File: config.mk
export PLATFORM = sky130hd
export DESIGN_NAME = demux_1by4
export DESIGN_NICKNAME = d
export VERILOG_FILES = /design/src/rtl/demux_1by4.sv
export SDC_FILE = /design/constraint.sdc
export NUM_CORES = 1
export LEC_CHECK = 0
export BUFFER_PORTS_ARGS = -buffer_cell sky130_fd_sc_hd__buf_2
export CAP_MARGIN = 20
export CORE_AREA = 8 8 45 47
export DETAILED_ROUTE_END_ITERATION = 10
export DIE_AREA = 0 0 53 55
export PLACE_DENSITY_LB_ADDON = 0.15
export SYNTH_ARGS = -nofsm -noshare
export SYNTH_HDL_FRONTEND = slang
export SYNTH_SLANG_ARGS = --single-unit
File: constraint.sdc
create_clock -name clk -period 0.9 [get_ports clk]
set_input_delay 0.09 -clock clk [delete_from_list [all_inputs] [get_ports clk]]
set_output_delay 0.09 -clock clk [all_outputs]
set_load 0.005 [all_outputs]
File: src/rtl/demux_1by4.sv
// rtl/demux_1by4.sv - registered 1-to-4 demultiplexer with one-hot routing strobes
//
// Ports:
//   clk        sole clock, rising edge
//   rst_n      asynchronous active-low reset
//   s1, s0     select {s1,s0}: 0->y0, 1->y1, 2->y2, 3->y3
//   i          data to route (WIDTH bits)
//   en         route enable; 0 = no routing this cycle
//   y0..y3     registered outputs
//   v0..v3     registered one-hot strobes, vN=1 when yN was loaded on the last edge
//   sel_q      select index of the last enabled routing
// Parameters:
//   WIDTH      data width
//   HOLD       0 = non-routed outputs clear each cycle, 1 = they keep their value

module demux_1by4 #(
   parameter int WIDTH = 1,
   parameter int HOLD  = 0
) (
   input  logic             clk,
   input  logic             rst_n,
   input  logic             s0,
   input  logic             s1,
   input  logic [WIDTH-1:0] i,
   input  logic             en,
   output logic [WIDTH-1:0] y0,
   output logic [WIDTH-1:0] y1,
   output logic [WIDTH-1:0] y2,
   output logic [WIDTH-1:0] y3,
   output logic             v0,
   output logic             v1,
   output logic             v2,
   output logic             v3,
   output logic [1:0]       sel_q
);

   logic [1:0]       sel;
   logic [3:0]       route;
   logic [WIDTH-1:0] y_q [4];
   logic [WIDTH-1:0] y_d [4];
   logic [3:0]       v_q;

   assign sel = {s1, s0};

   // One-hot of the output being loaded this cycle; all zero when disabled.
   always_comb begin
      route = 4'b0000;
      if (en) begin
         route[sel] = 1'b1;
      end
   end

   // Non-routed outputs either clear or keep their value, fixed at elaboration.
   always_comb begin
      for (int n = 0; n < 4; n++) begin
         if (route[n]) begin
            y_d[n] = i;
         end else if (HOLD != 0) begin
            y_d[n] = y_q[n];
         end else begin
            y_d[n] = '0;
         end
      end
   end

   always_ff @(posedge clk or negedge rst_n) begin
      if (!rst_n) begin
         for (int n = 0; n < 4; n++) begin
            y_q[n] <= '0;
         end
         v_q   <= 4'b0000;
         sel_q <= 2'b00;
      end else begin
         for (int n = 0; n < 4; n++) begin
            y_q[n] <= y_d[n];
         end
         v_q <= route;
         // sel_q remembers the last enabled routing, so it holds while en=0.
         if (en) begin
            sel_q <= sel;
         end
      end
   end

   assign y0 = y_q[0];
   assign y1 = y_q[1];
   assign y2 = y_q[2];
   assign y3 = y_q[3];
   assign v0 = v_q[0];
   assign v1 = v_q[1];
   assign v2 = v_q[2];
   assign v3 = v_q[3];

endmodule

# Word-level counts from Yosys, hierarchy flattened
# Cells that the tools add are included.
# op_classes
n_lt_le_gt_ge	2
mux	7
n_reduce_logical	1
# ops
operator	count
two-way mux 1 bit	5
two-way mux 4 bit	1
less-than comparator 2 x 3 -> 1 bit (second input constant)	1
demux 1 bit (select 2 bit)	1
greater-or-equal comparator 2 x 1 -> 1 bit (second input constant)	1
logical AND 1 bit	1
# word_totals
regBits	10
input_bits	6
elab_cells	16

# Depth between registers and ports, before layout
# Gate-level depths: netlist of run 1.
# logic_depth
ltp_word	6
ltp_mapped	2
ltp_nobuf	1

# Least setup slack after synthesis of run 1
# OpenSTA, ideal clock, no wires.
# synth_path
kind	reg2reg
startpoint	register sel_q[0] (netlist name)
endpoint	register sel_q[0]
arrival_ns	0.623
t_required_ns	0.775
slack_ns	0.152
path_stages_with_launch	2
path_cell_list	dfrtp_1 mux2_4
# synth_lines
item	line_no	rtl
to (signal assigned)	80	sel_q <= sel;
to (decl)	34	output logic [1:0] sel_q

# Worst setup path in the final report of run 1
# layout_path
startpoint	register sel_q[0]
endpoint	output port sel_q[0]
# No word-level cell between the ends.

==> metrics.md, run 1 <==
| Metric | Value |
|---|---|
| Status | complete, no violations |
| Logic pwr share | 9.2% |
| Most common cell in the synthesized netlist | dfrtp_1 |
| Synth Flop Type | dfrtp_1 |
| Final hold vios | 0 |
| Setup violations, final | 0 |
| Syn avg cell area | 17.6 µm² |
| Gr usage total | 5.62% |
| Delay-heaviest family, CP | flip-flops |
| Ys async rst share | 100% |
| Diode count | 0 |
| Post-Syn Nets | 27 |
| Largest net degree at the start of global routing | 11 |
| Max Fclk | 1180 MHz |
| Clock slew at reported path FFs | 0.06 ns |
| DRC viols | 0 |
| Die Height | 55 µm |
| Initial Utilization | 26.8% |
| DP HPWL | 542 µm |
| CTS tree | built |
| Commonest cells in the netlist | dfrtp_1, and3b_2, mux2_4 |
| H-tree levels | 1 |
| Area delta synth->final | 35.1% |
| Die ar. | 2920 µm² |
| Final core utilization | 36.2% |
| Worst Path Arrival | 0.76 ns |
| CTS sink cnt | 10 |
| Sequential area share after synthesis | 67.6% |
| Clock skew | 0 ns |
| DRT iter0 DRCs | 0 |
| Clk network pwr share | 40.6% |
| CP bufs+invs | 1 |
| Slew Viols, Final | 0 |
| Vias in the first global route | 268 |
| Input/output buffers | 15 |
| Switch share | 19.8% |
| Synth cell types | 10 |
| Via Count | 238 |
| Post-route ant nets | 0 |
| Final net count | 47 |
| Worst Hold Class | in2reg |
| # rows | 14 |
| Overflow after GRT | 0 |
| Leak | 0.285 nW |
| Crit-path max FO | 2 |
| Skew-Pair Late Insertion Delay | 0.25 ns |
| Synthesis Warnings | 0 |
| Sequential power share | 50.1% |
| First-pass GRT wire length | 1130 µm |
| Per-cell routed wire length | 12.4 µm |
| Critical path class | reg2out |
| Tmin final | 0.850 ns |
| Share of cells above drive strength 1 | 65.0% |
| Flop and latch count out of synthesis | 10 |
| Worst setup EP type | output pin |
| Post-Synthesis Cell Area | 370 µm² |
| Yosys top cell area share | 67.6% |
| Core ar. | 1380 µm² |
| Period utilisation layout | 94.4% |
| Drt pass-1 iters | 1 |
| Crit start category | flip-flop |
| CTS Buf Count | 3 |
| Top Ports | 16 |
| Crit-path slowest cell | dfrtp_1 |
| Initial antenna violation count | 0 |
| Drt via density | 4.25 |
| RePlAce Congestion | 0.685 |
| Slew HR | 85.8% |
| Clock Tree Root | clkbuf_4 |
| Sw Pwr | 188 µW |
| Cells after Synth | 21 |
| Setup_tns | 0 ns |
| Top post-synthesis cells by area | dfrtp_1, mux2_4, and3b_2, and4bb_1, and4b_2 |
| Critical Path RT | 0.81 ns |
| Worst Tran Pin Value | 0.213 ns |
| Worst vdd ir | 0.722 mV |
| Crit-path max cell delay | 0.38 ns |
| RSZ-0062 raised after global routing | false |
| Die W | 53 µm |
| Crit-path cells | buf_2 |
| Max-cap violations | 0 |
| Post-synth EDFFs | 0 |
| Max clock buf depth | 2 |
| P_int | 762 µW |
| Cell Pwr Density | 1900 nW/µm² |
| WL final | 694 µm |
| Cell taking the most area after synthesis | dfrtp_1 |
power groups by stage:
stage | combinational [mW] | sequential, mW | clock, mW
after global placement | 0.0853 | 0.484 | 0
after CTS | 0.0905 | 0.477 | 0.402
after detailed placement | 0.0873 | 0.485 | 0
after floorplan | 0.0358 | 0.488 | 0
final | 0.0878 | 0.477 | 0.386
after global routing | 0.0966 | 0.479 | 0.428
layout make-up:
class / count / area [µm²]
Clock buffer: 4 / 36.3
Fill cell: 140 / 883
Multi-Input combinational cell: 10 / 109
Sequential cell: 10 / 250
Tap cell: 16 / 20.0
Timing Repair Buffer: 16 / 85.1
repair_timing:
item / in CTS / in global routing
buffers inserted: 0 / 0
resized for setup: 0 / 0
hold buffers: 1 / 0
endpoints found under the hold margin: 10 / 0
registers in the layout (all words and copies together) (netlist names):
register and flops:
v_q 4, sel_q 2, y0 1, y1 1, y2 1, y3 1
path summary, 6_finish.rpt:
kind                            end  slack (ns)  depth (start not counted)      from
max                        sel_q[0]        0.05                          1  sel_q[0]
max reg2reg                sel_q[0]        0.15                          1  sel_q[0]
max in group asynchronous  sel_q[0]        0.51                          2     rst_n
min                          v_q[0]        0.09                          2        s0
min in group asynchronous    v_q[1]        0.21                          2     rst_n
min reg2reg                sel_q[1]        0.51                          1  sel_q[1]
routing by layer:
layer	track usage (%)	wire, µm	part of all wire (%)	up-vias
li1	-	-	-	114
met1	4.83	236	34	114
met2	9.57	365	53	10
met3	3.48	92	13	0
met4	3.88	0	0	0
met5	0	0	0	-
kinds of logic (layout without fill, tap and decap cells):
family | count (synthesis) | after routing | share of synthesized area, %
DFF | 10 | 10 | 67.6
muxes | 2 | 2 | 8.11
and+or+nand+nor | 8 | 8 | 21.3
buffers and inverters | 1 | 20 | 3.04
metrics by stage:
stage	hold slack [ns]	worst slack (ns)	cell area [µm²]	std cells	total power, mW
3_3_place_gp	-0.0483	0.162	454	51	0.569
5_1_grt	0.0906	0.00343	500	56	1.00
6_report	0.0936	0.0504	500	56	0.951
4_1_cts	0.0798	0.0346	500	56	0.969
2_1_floorplan	-0.206	0.152	370	21	0.524
3_5_place_dp	-0.0428	0.156	454	51	0.573
placed cells by master, fill, tap and decap left out:
cell type	Yosys	final
nor3b_1	1	1
clkbuf_4	0	3
buf_2	0	15
and4bb_1	1	1
dlygate4sd3_1	0	1
dfrtp_1	10	10
mux2_4	2	2
and3b_2	2	2
clkbuf_8	0	1
and4_2	1	1
and3_2	1	1
and4b_1	1	1
and4b_2	1	1
(Power assumes the default switching activity.)
==> inputs of run 2 (changes only) <==
- PLACE_DENSITY: unset -> 0.61
- PLACE_DENSITY_LB_ADDON: 0.15 -> unset
==> run 2 against run 1 <==
Compared with the run above:
- register-to-register slack got worse by 0.02 ns
- final cell count fell by 1.8%
- highest routed layer is now met4
- combinational power barely moved
- sequential power barely moved
- via count rose by 1.7%
- die area did not move
- design area fell by 2.7%
- clock power fell by 24%
- critical path type unchanged
- first-iteration DRC count rose by 2
- power fell by 9.8%
- largest cell class unchanged
- worst setup slack got worse by 0.016 ns
==> metrics.md, run 2 (synthesized netlist as in run 1, its figures left out) <==
| Metric | Value |
|---|---|
| Max-cap violations | 0 (unchanged) |
| Via Count | 242 (+1.7%) |
| Per-cell routed wire length | 12.9 µm (+3.7%) |
| Tmin final | 0.865 ns (+0.0158 ns) |
| Final Total Pwr | 857 µW (-9.8%) |
| Most frequent cells in the layout | buf_2, dfrtp_1, clkbuf_4 |
| # rows | 14 (unchanged) |
| Skew-Pair Late Insertion Delay | 0.26 ns (about the same) |
| RR Endpoint | sel_q[1] |
| Worst hold endpoint | v_q[0] |
| RSZ-0062 raised after global routing | true |
| CTS Buf Count | 3 (unchanged) |
| Setup violations, final | 0 (unchanged) |
| Input/output buffers | 15 (unchanged) |
| Worst R2R Path Depth | 1 (unchanged) |
| Core ar. | 1380 µm² (unchanged) |
| Share of cells above drive strength 1 | 64.1% (-0.90 points) |
| Die ar. | 2920 µm² (unchanged) |
| Drt via density | 4.40 (+3.5%) |
| Crit-path cells | buf_2 |
| H-tree levels | 1 (unchanged) |
| RePlAce Congestion | 0.601 (-12%) |
| Max reg flops | 4 (unchanged) |
| Vias in the first global route | 254 (-5.2%) |
| Clock skew | 0 ns (unchanged) |
| Crit-path max FO | 2 (unchanged) |
| Critical path class | reg2out |
| Buffer count from post-CTS setup fixing | 0 (unchanged) |
| Final hold vios | 0 (unchanged) |
| Critical Path RT | 0.81 ns (about the same) |
| Crit-path max cell delay | 0.39 ns (about the same) |
| Sequential power share | 55.7% (+5.6 points) |
| DRC viols | 0 (unchanged) |
| Worst Hold Class | in2reg |
| P_int | 671 µW (-12%) |
| Die W | 53 µm (unchanged) |
| Switch share | 21.7% (+1.9 points) |
| Commonest non-fill, non-tap cell in the layout | buf_2 |
| Delay-heaviest family, CP | flip-flops |
| Die Height | 55 µm (unchanged) |
| Overflow after GRT | 0 (unchanged) |
| Sw Pwr | 186 µW (-1.3%) |
| Crit-path slowest cell | dfrtp_1 |
| CTS sink cnt | 10 (unchanged) |
| Worst Hold Slack | 0.0798 ns (-0.0138 ns) |
| Area delta synth->final | 31.4% |
| Final net count | 47 (unchanged) |
| Worst R2R Setup Slack | 0.13 ns (-0.02 ns) |
| CP startpoint | sel_q[1] |
| Worst Tran Pin Value | 0.216 ns (+0.00389 ns) |
| Logic pwr share | 10.3% (+1.1 points) |
| Leak | 0.277 nW (-2.5%) |
| Clock Tree Root | clkbuf_4 |
| Top Registers | v_q x4, sel_q x2 |
| Slew HR | 85.6% (-0.26 points) |
| CTS tree | built |
| Top Ports | 16 (unchanged) |
| Largest register by flop count | v_q |
| Clock slew at reported path FFs | 0.06 ns (about the same) |
| Diode count | 0 (unchanged) |
| Crit start category | flip-flop |
| Period utilisation layout | 96.2% (+1.8 points) |
| Largest net degree at the start of global routing | 11 (unchanged) |
| First-pass GRT wire length | 1140 µm (+0.62%) |
| Max clock buf depth | 2 (unchanged) |
| Worst vdd ir | 0.672 mV (-6.9%) |
| CP bufs+invs | 1 (unchanged) |
| Gr usage total | 5.86% (+0.23 points) |
| Clk network pwr share | 34.0% (-6.6 points) |
| Worst Path Arrival | 0.78 ns (+0.02 ns) |
| DRT iter0 DRCs | 2 (+2) |
| Initial antenna violation count | 0 (unchanged) |
| WHS Path Cells | 2 (unchanged) |
| Worst setup EP type | output pin |
| Slew Viols, Final | 0 (unchanged) |
| Max Fclk | 1160 MHz (-1.8%) |
| RR Startpoint | sel_q[1] |
| Initial Utilization | 26.8% (unchanged) |
| WL final | 707 µm (+1.9%) |
| Cell Pwr Density | 1760 nW/µm² (-7.3%) |
| Drt pass-1 iters | 3 (+2) |
| Post_cts resized | 0 (unchanged) |
| Status | complete, no violations |
| Post-route ant nets | 0 (unchanged) |
| HP Start | s0 |
==> run 2: changes by cell type in the layout (fill, tap and decap cells not counted) <==
| cell | change |
|---|---|
| clkbuf_8 | -1 |
==> run 2: how the worst max path moves through the flow <==
| stage | endpoint | slack (ns) | depth (start not counted) |
|---|---|---|---|
| after floorplan | sel_q[0] | 0.15 | 1 |
| after global placement | sel_q[1] | 0.16 | 1 |
| after detailed placement | sel_q[1] | 0.15 | 1 |
| after CTS | sel_q[1] | 0.03 | 1 |
| after global routing | sel_q[1] | -0.0001 | 1 |
| final | sel_q[1] | 0.03 | 1 |
==> run 2: power by group through the flow <==
stage          clock network (mW)  logic [mW]  registers (mW)
2_1_floorplan                   0      0.0358           0.488
3_3_place_gp                    0      0.0854           0.484
3_5_place_dp                    0      0.0869           0.485
4_1_cts                     0.308      0.0902           0.477
5_1_grt                     0.333      0.0978           0.479
6_report                    0.292      0.0879           0.478
==> run 2: what timing repair did <==
action                     4_1_cts  5_1_grt
setup endpoints to repair        0        1
hold buffers                     1        0
hold endpoints to repair        10        0
==> run 2: area by class of cell <==
| type | count | area (µm²) |
|---|---|---|
| fillers | 141 | 897 |
| well taps | 16 | 20.0 |
| flip-flops and latches | 10 | 250 |
| multi-input cells | 10 | 109 |
| repair buffers | 16 | 85.1 |
| clock buffers | 3 | 22.5 |
==> run 2: metrics by stage <==
step | cells | utilization (%) | instance area, µm² | TNS (ns) | setup slack, ns
after floorplan | 21 | - | 370 | 0 | 0.152
after global placement | 51 | 32.8 | 454 | 0 | 0.158
after detailed placement | 51 | 32.8 | 454 | 0 | 0.145
after CTS | 55 | 35.2 | 487 | 0 | 0.0294
after global routing | 55 | 35.2 | 487 | -0.000106 | -0.000106
final | 55 | 35.2 | 487 | 0 | 0.0346
==> run 2: per-layer routing <==
metal | up-vias | global-route usage [%] | share of wire (%)
met5 | - | 0 | 0
met4 | 0 | 6.47 | 3.3
met3 | 4 | 4.01 | 13
met2 | 12 | 7.81 | 46
met1 | 112 | 5.64 | 38
li1 | 114 | - | -
==> inputs of run 3 (changes only) <==
- ABC_AREA: unset -> 1
- HOLD_SLACK_MARGIN: unset -> 0.05
- PLACE_DENSITY: 0.61 -> 0.58
==> run 3 against run 2 <==
Compared with the run above:
- first-iteration DRC count did not move
- synthesized cell count rose by 43%
- clock power fell by 2%
- flip-flop and latch count did not move
- register-to-register slack improved by 0.17 ns
- die area did not move
- critical path type unchanged
==> metrics.md, run 3 <==
| Metric | Value |
|---|---|
| Crit-path slowest cell | dfrtp_1 |
| WL final | 655 µm (-7.4%) |
| Worst R2R Path Depth | 2 (+1) |
| Crit start category | flip-flop |
| Final hold vios | 0 (unchanged) |
| RSZ-0062 raised after global routing | false |
| Layout fillers | 148 (+5.0%) |
| Crit path to | sel_q[1] |
| Critical Path RT | 0.81 ns (about the same) |
| RePlAce Congestion | 0.748 (+24%) |
| Largest net degree at the start of global routing | 11 (unchanged) |
| Buffer count from post-CTS setup fixing | 0 (unchanged) |
| Clock Tree Root | clkbuf_4 |
| Period utilisation layout | 94.0% (-2.2 points) |
| Status | complete, no violations |
| Input/output buffers | 15 (unchanged) |
| Delay-heaviest family, CP | flip-flops |
| Post-synth EDFFs | 0 (unchanged) |
| Post-Synthesis Cell Area | 337 µm² (-9.1%) |
| Cells after Synth | 30 (+43%) |
| Area of the multi-input gates | 60.1 µm² (-45%) |
| Skew-Pair Late Insertion Delay | 0.26 ns (about the same) |
| Synth cell types | 7 (-3) |
| CTS tree | built |
| Setup_tns | 0 ns (unchanged) |
| Drt pass-1 iters | 2 (-1) |
| Die W | 53 µm (unchanged) |
| Final net count | 57 (+21%) |
| CP bufs+invs | 1 (unchanged) |
| Cell Pwr Density | 1800 nW/µm² (+2.4%) |
| Clock slew at reported path FFs | 0.06 ns (about the same) |
| Top Registers | v_q x4, sel_q x2 |
| Cell taking the most area after synthesis | dfrtp_1 |
| Worst Tran Pin Value | 0.215 ns (-0.00153 ns) |
| Worst R2R Setup Slack | 0.30 ns (+0.17 ns) |
| Diode count | 0 (unchanged) |
| Yosys top cell area share | 74.3% (+6.8 points) |
| Sequential cell area | 250 µm² (unchanged) |
| Syn avg cell area | 11.2 µm² (-36%) |
| Max reg flops | 4 (unchanged) |
| RR Endpoint | sel_q[1] |
| RR Startpoint | sel_q[1] |
| Post-place setup slack | 0.295 ns (+0.150 ns) |
| First-pass GRT wire length | 1080 µm (-5.4%) |
| Crit-path max cell delay | 0.37 ns (-0.02 ns) |
| Commonest non-fill, non-tap cell in the layout | buf_2 |
| Ys async rst share | 100% (unchanged) |
| Crit-path cells | buf_2 |
| Worst vdd ir | 0.610 mV (-9.2%) |
| Sequential area share after synthesis | 74.3% (+6.8 points) |
| Worst setup EP type | output pin |
| Overflow after GRT | 0 (unchanged) |
| Per-cell routed wire length | 10.1 µm (-22%) |
| DRT iter0 DRCs | 2 (unchanged) |
| Vias in the first global route | 253 (-0.39%) |
| Post-route ant nets | 0 (unchanged) |
| Most common cell in the synthesized netlist | dfrtp_1 |
| DRC viols | 0 (unchanged) |
| Post-Syn Nets | 36 (+33%) |
| Worst Hold Class | in2reg |
| Tmin final | 0.846 ns (-0.0198 ns) |
| # rows | 14 (unchanged) |
| Drt via density | 3.97 (-9.8%) |
| Placed instance area | 432 µm² (-5.0%) |
| Max clock buf depth | 2 (unchanged) |
| Die Height | 55 µm (unchanged) |
| Flop and latch count out of synthesis | 10 (unchanged) |
| Die ar. | 2920 µm² (unchanged) |
| Initial antenna violation count | 0 (unchanged) |
| H-tree levels | 1 (unchanged) |
| Largest register by flop count | v_q |
| CP Depth | 1 (unchanged) |
| Critical path class | reg2out |
| Max Fclk | 1180 MHz (+2.3%) |
| Worst Slack Setup Final | 0.0544 ns (+0.0198 ns) |
| Slew Viols, Final | 0 (unchanged) |
| Commonest cells in the netlist | dfrtp_1, inv_1, nor2_1 |
| Initial Utilization | 24.3% (-2.4 points) |
| Most frequent cells in the layout | buf_2, dfrtp_1, inv_1 |
| Share of cells above drive strength 1 | 38.8% (-25 points) |
| Top post-synthesis cells by area | dfrtp_1, inv_1, nor2_1, nand2_1, nand3_1 |
| Slew HR | 85.7% (+0.10 points) |
| Max-cap violations | 0 (unchanged) |
| Synth Flop Type | dfrtp_1 |
| CTS sink cnt | 10 (unchanged) |
| Gr usage total | 5.40% (-0.45 points) |
| CP startpoint | sel_q[1] |
| DP HPWL | 522 µm |
| Core ar. | 1380 µm² (unchanged) |
| Crit-path max FO | 2 (unchanged) |
| Worst Path Arrival | 0.76 ns (-0.02 ns) |
| Leak | 0.291 nW (+5.0%) |
| Top Ports | 16 (unchanged) |
| Clock skew | 0 ns (unchanged) |
| Final Cell Area | 464 µm² (-4.6%) |
| Via Count | 258 (+6.6%) |
| CTS Buf Count | 3 (unchanged) |
| Area delta synth->final | 37.9% |
| Synthesis Warnings | 0 (unchanged) |
| Setup violations, final | 0 (unchanged) |
==> run 3: cell count changes in the layout (fill, tap and decap cells not counted) <==
cell,before,now
nand2_1,0,3
nor3_2,0,1
and4b_1,1,0
and4bb_1,1,0
and3_2,1,0
and3b_2,2,0
mux2_4,2,0
nor3b_1,1,0
and4b_2,1,0
nand3_1,0,2
and4_2,1,0
nor2_1,0,5
inv_1,0,7
o21ai_0,0,2
==> run 3: how the worst min path moves through the flow <==
stage	from	end	slack [ns]	depth (start not counted)
detailed placement	rst_n	y1	-0.04	1
global route	s1	y1	0.08	2
global placement	rst_n	v_q[3]	-0.04	1
CTS	s1	y1	0.06	2
finish	s1	y1	0.06	2
floorplan	rst_n	sel_q[0]	-0.21	0
==> run 3: final cells by class <==
class	count	area share, %
Clock buffer	3	4.85
Inverter	7	5.66
Multi-Input combinational cell	13	12.9
Sequential cell	10	53.9
Tap cell	16	4.31
Timing Repair Buffer	16	18.3
==> run 3: cell families after synthesis <==
kind of cell | synth area share [%]
buffers and inverters | 7.81
flip-flops | 74.3
AO/OA/AOI/OAI | 2.97
AND/OR/NAND/NOR | 14.9
==> run 3: what timing repair did <==
action                                 in CTS  in global routing
endpoints found under the hold margin      10                  0
setup endpoints to repair                   0                  0
hold buffers                                1                  0
resized for setup                           0                  0
==> run 3: report_power, final <==
| part | leakage [nW] | internal [mW] | switching, mW |
|---|---|---|---|
| sequential | 0.133 | 0.469 | 0.00574 |
| clock | 0.0138 | 0.153 | 0.134 |
| combinational | 0.145 | 0.0319 | 0.0432 |
| total | 0.291 | 0.654 | 0.183 |
==> run 3: per-layer routing <==
layer | up-vias | GRT usage, % | share of wire, %
li1 | 128 | - | -
met1 | 111 | 6.07 | 42
met2 | 14 | 6.05 | 37
met3 | 5 | 3.48 | 17
met4 | 0 | 6.47 | 3.8
met5 | - | 0 | 0
==> run 3: metrics by stage <==
stage	hold slack (ns)	utilization, %	instances	total power, mW
4_1_cts	0.0630	33.5	65	0.849
2_1_floorplan	-0.206	-	30	0.507
3_5_place_dp	-0.0389	31.2	61	0.557
5_1_grt	0.0751	33.5	65	0.891
3_3_place_gp	-0.0443	31.2	61	0.556
6_report	0.0638	33.5	65	0.837
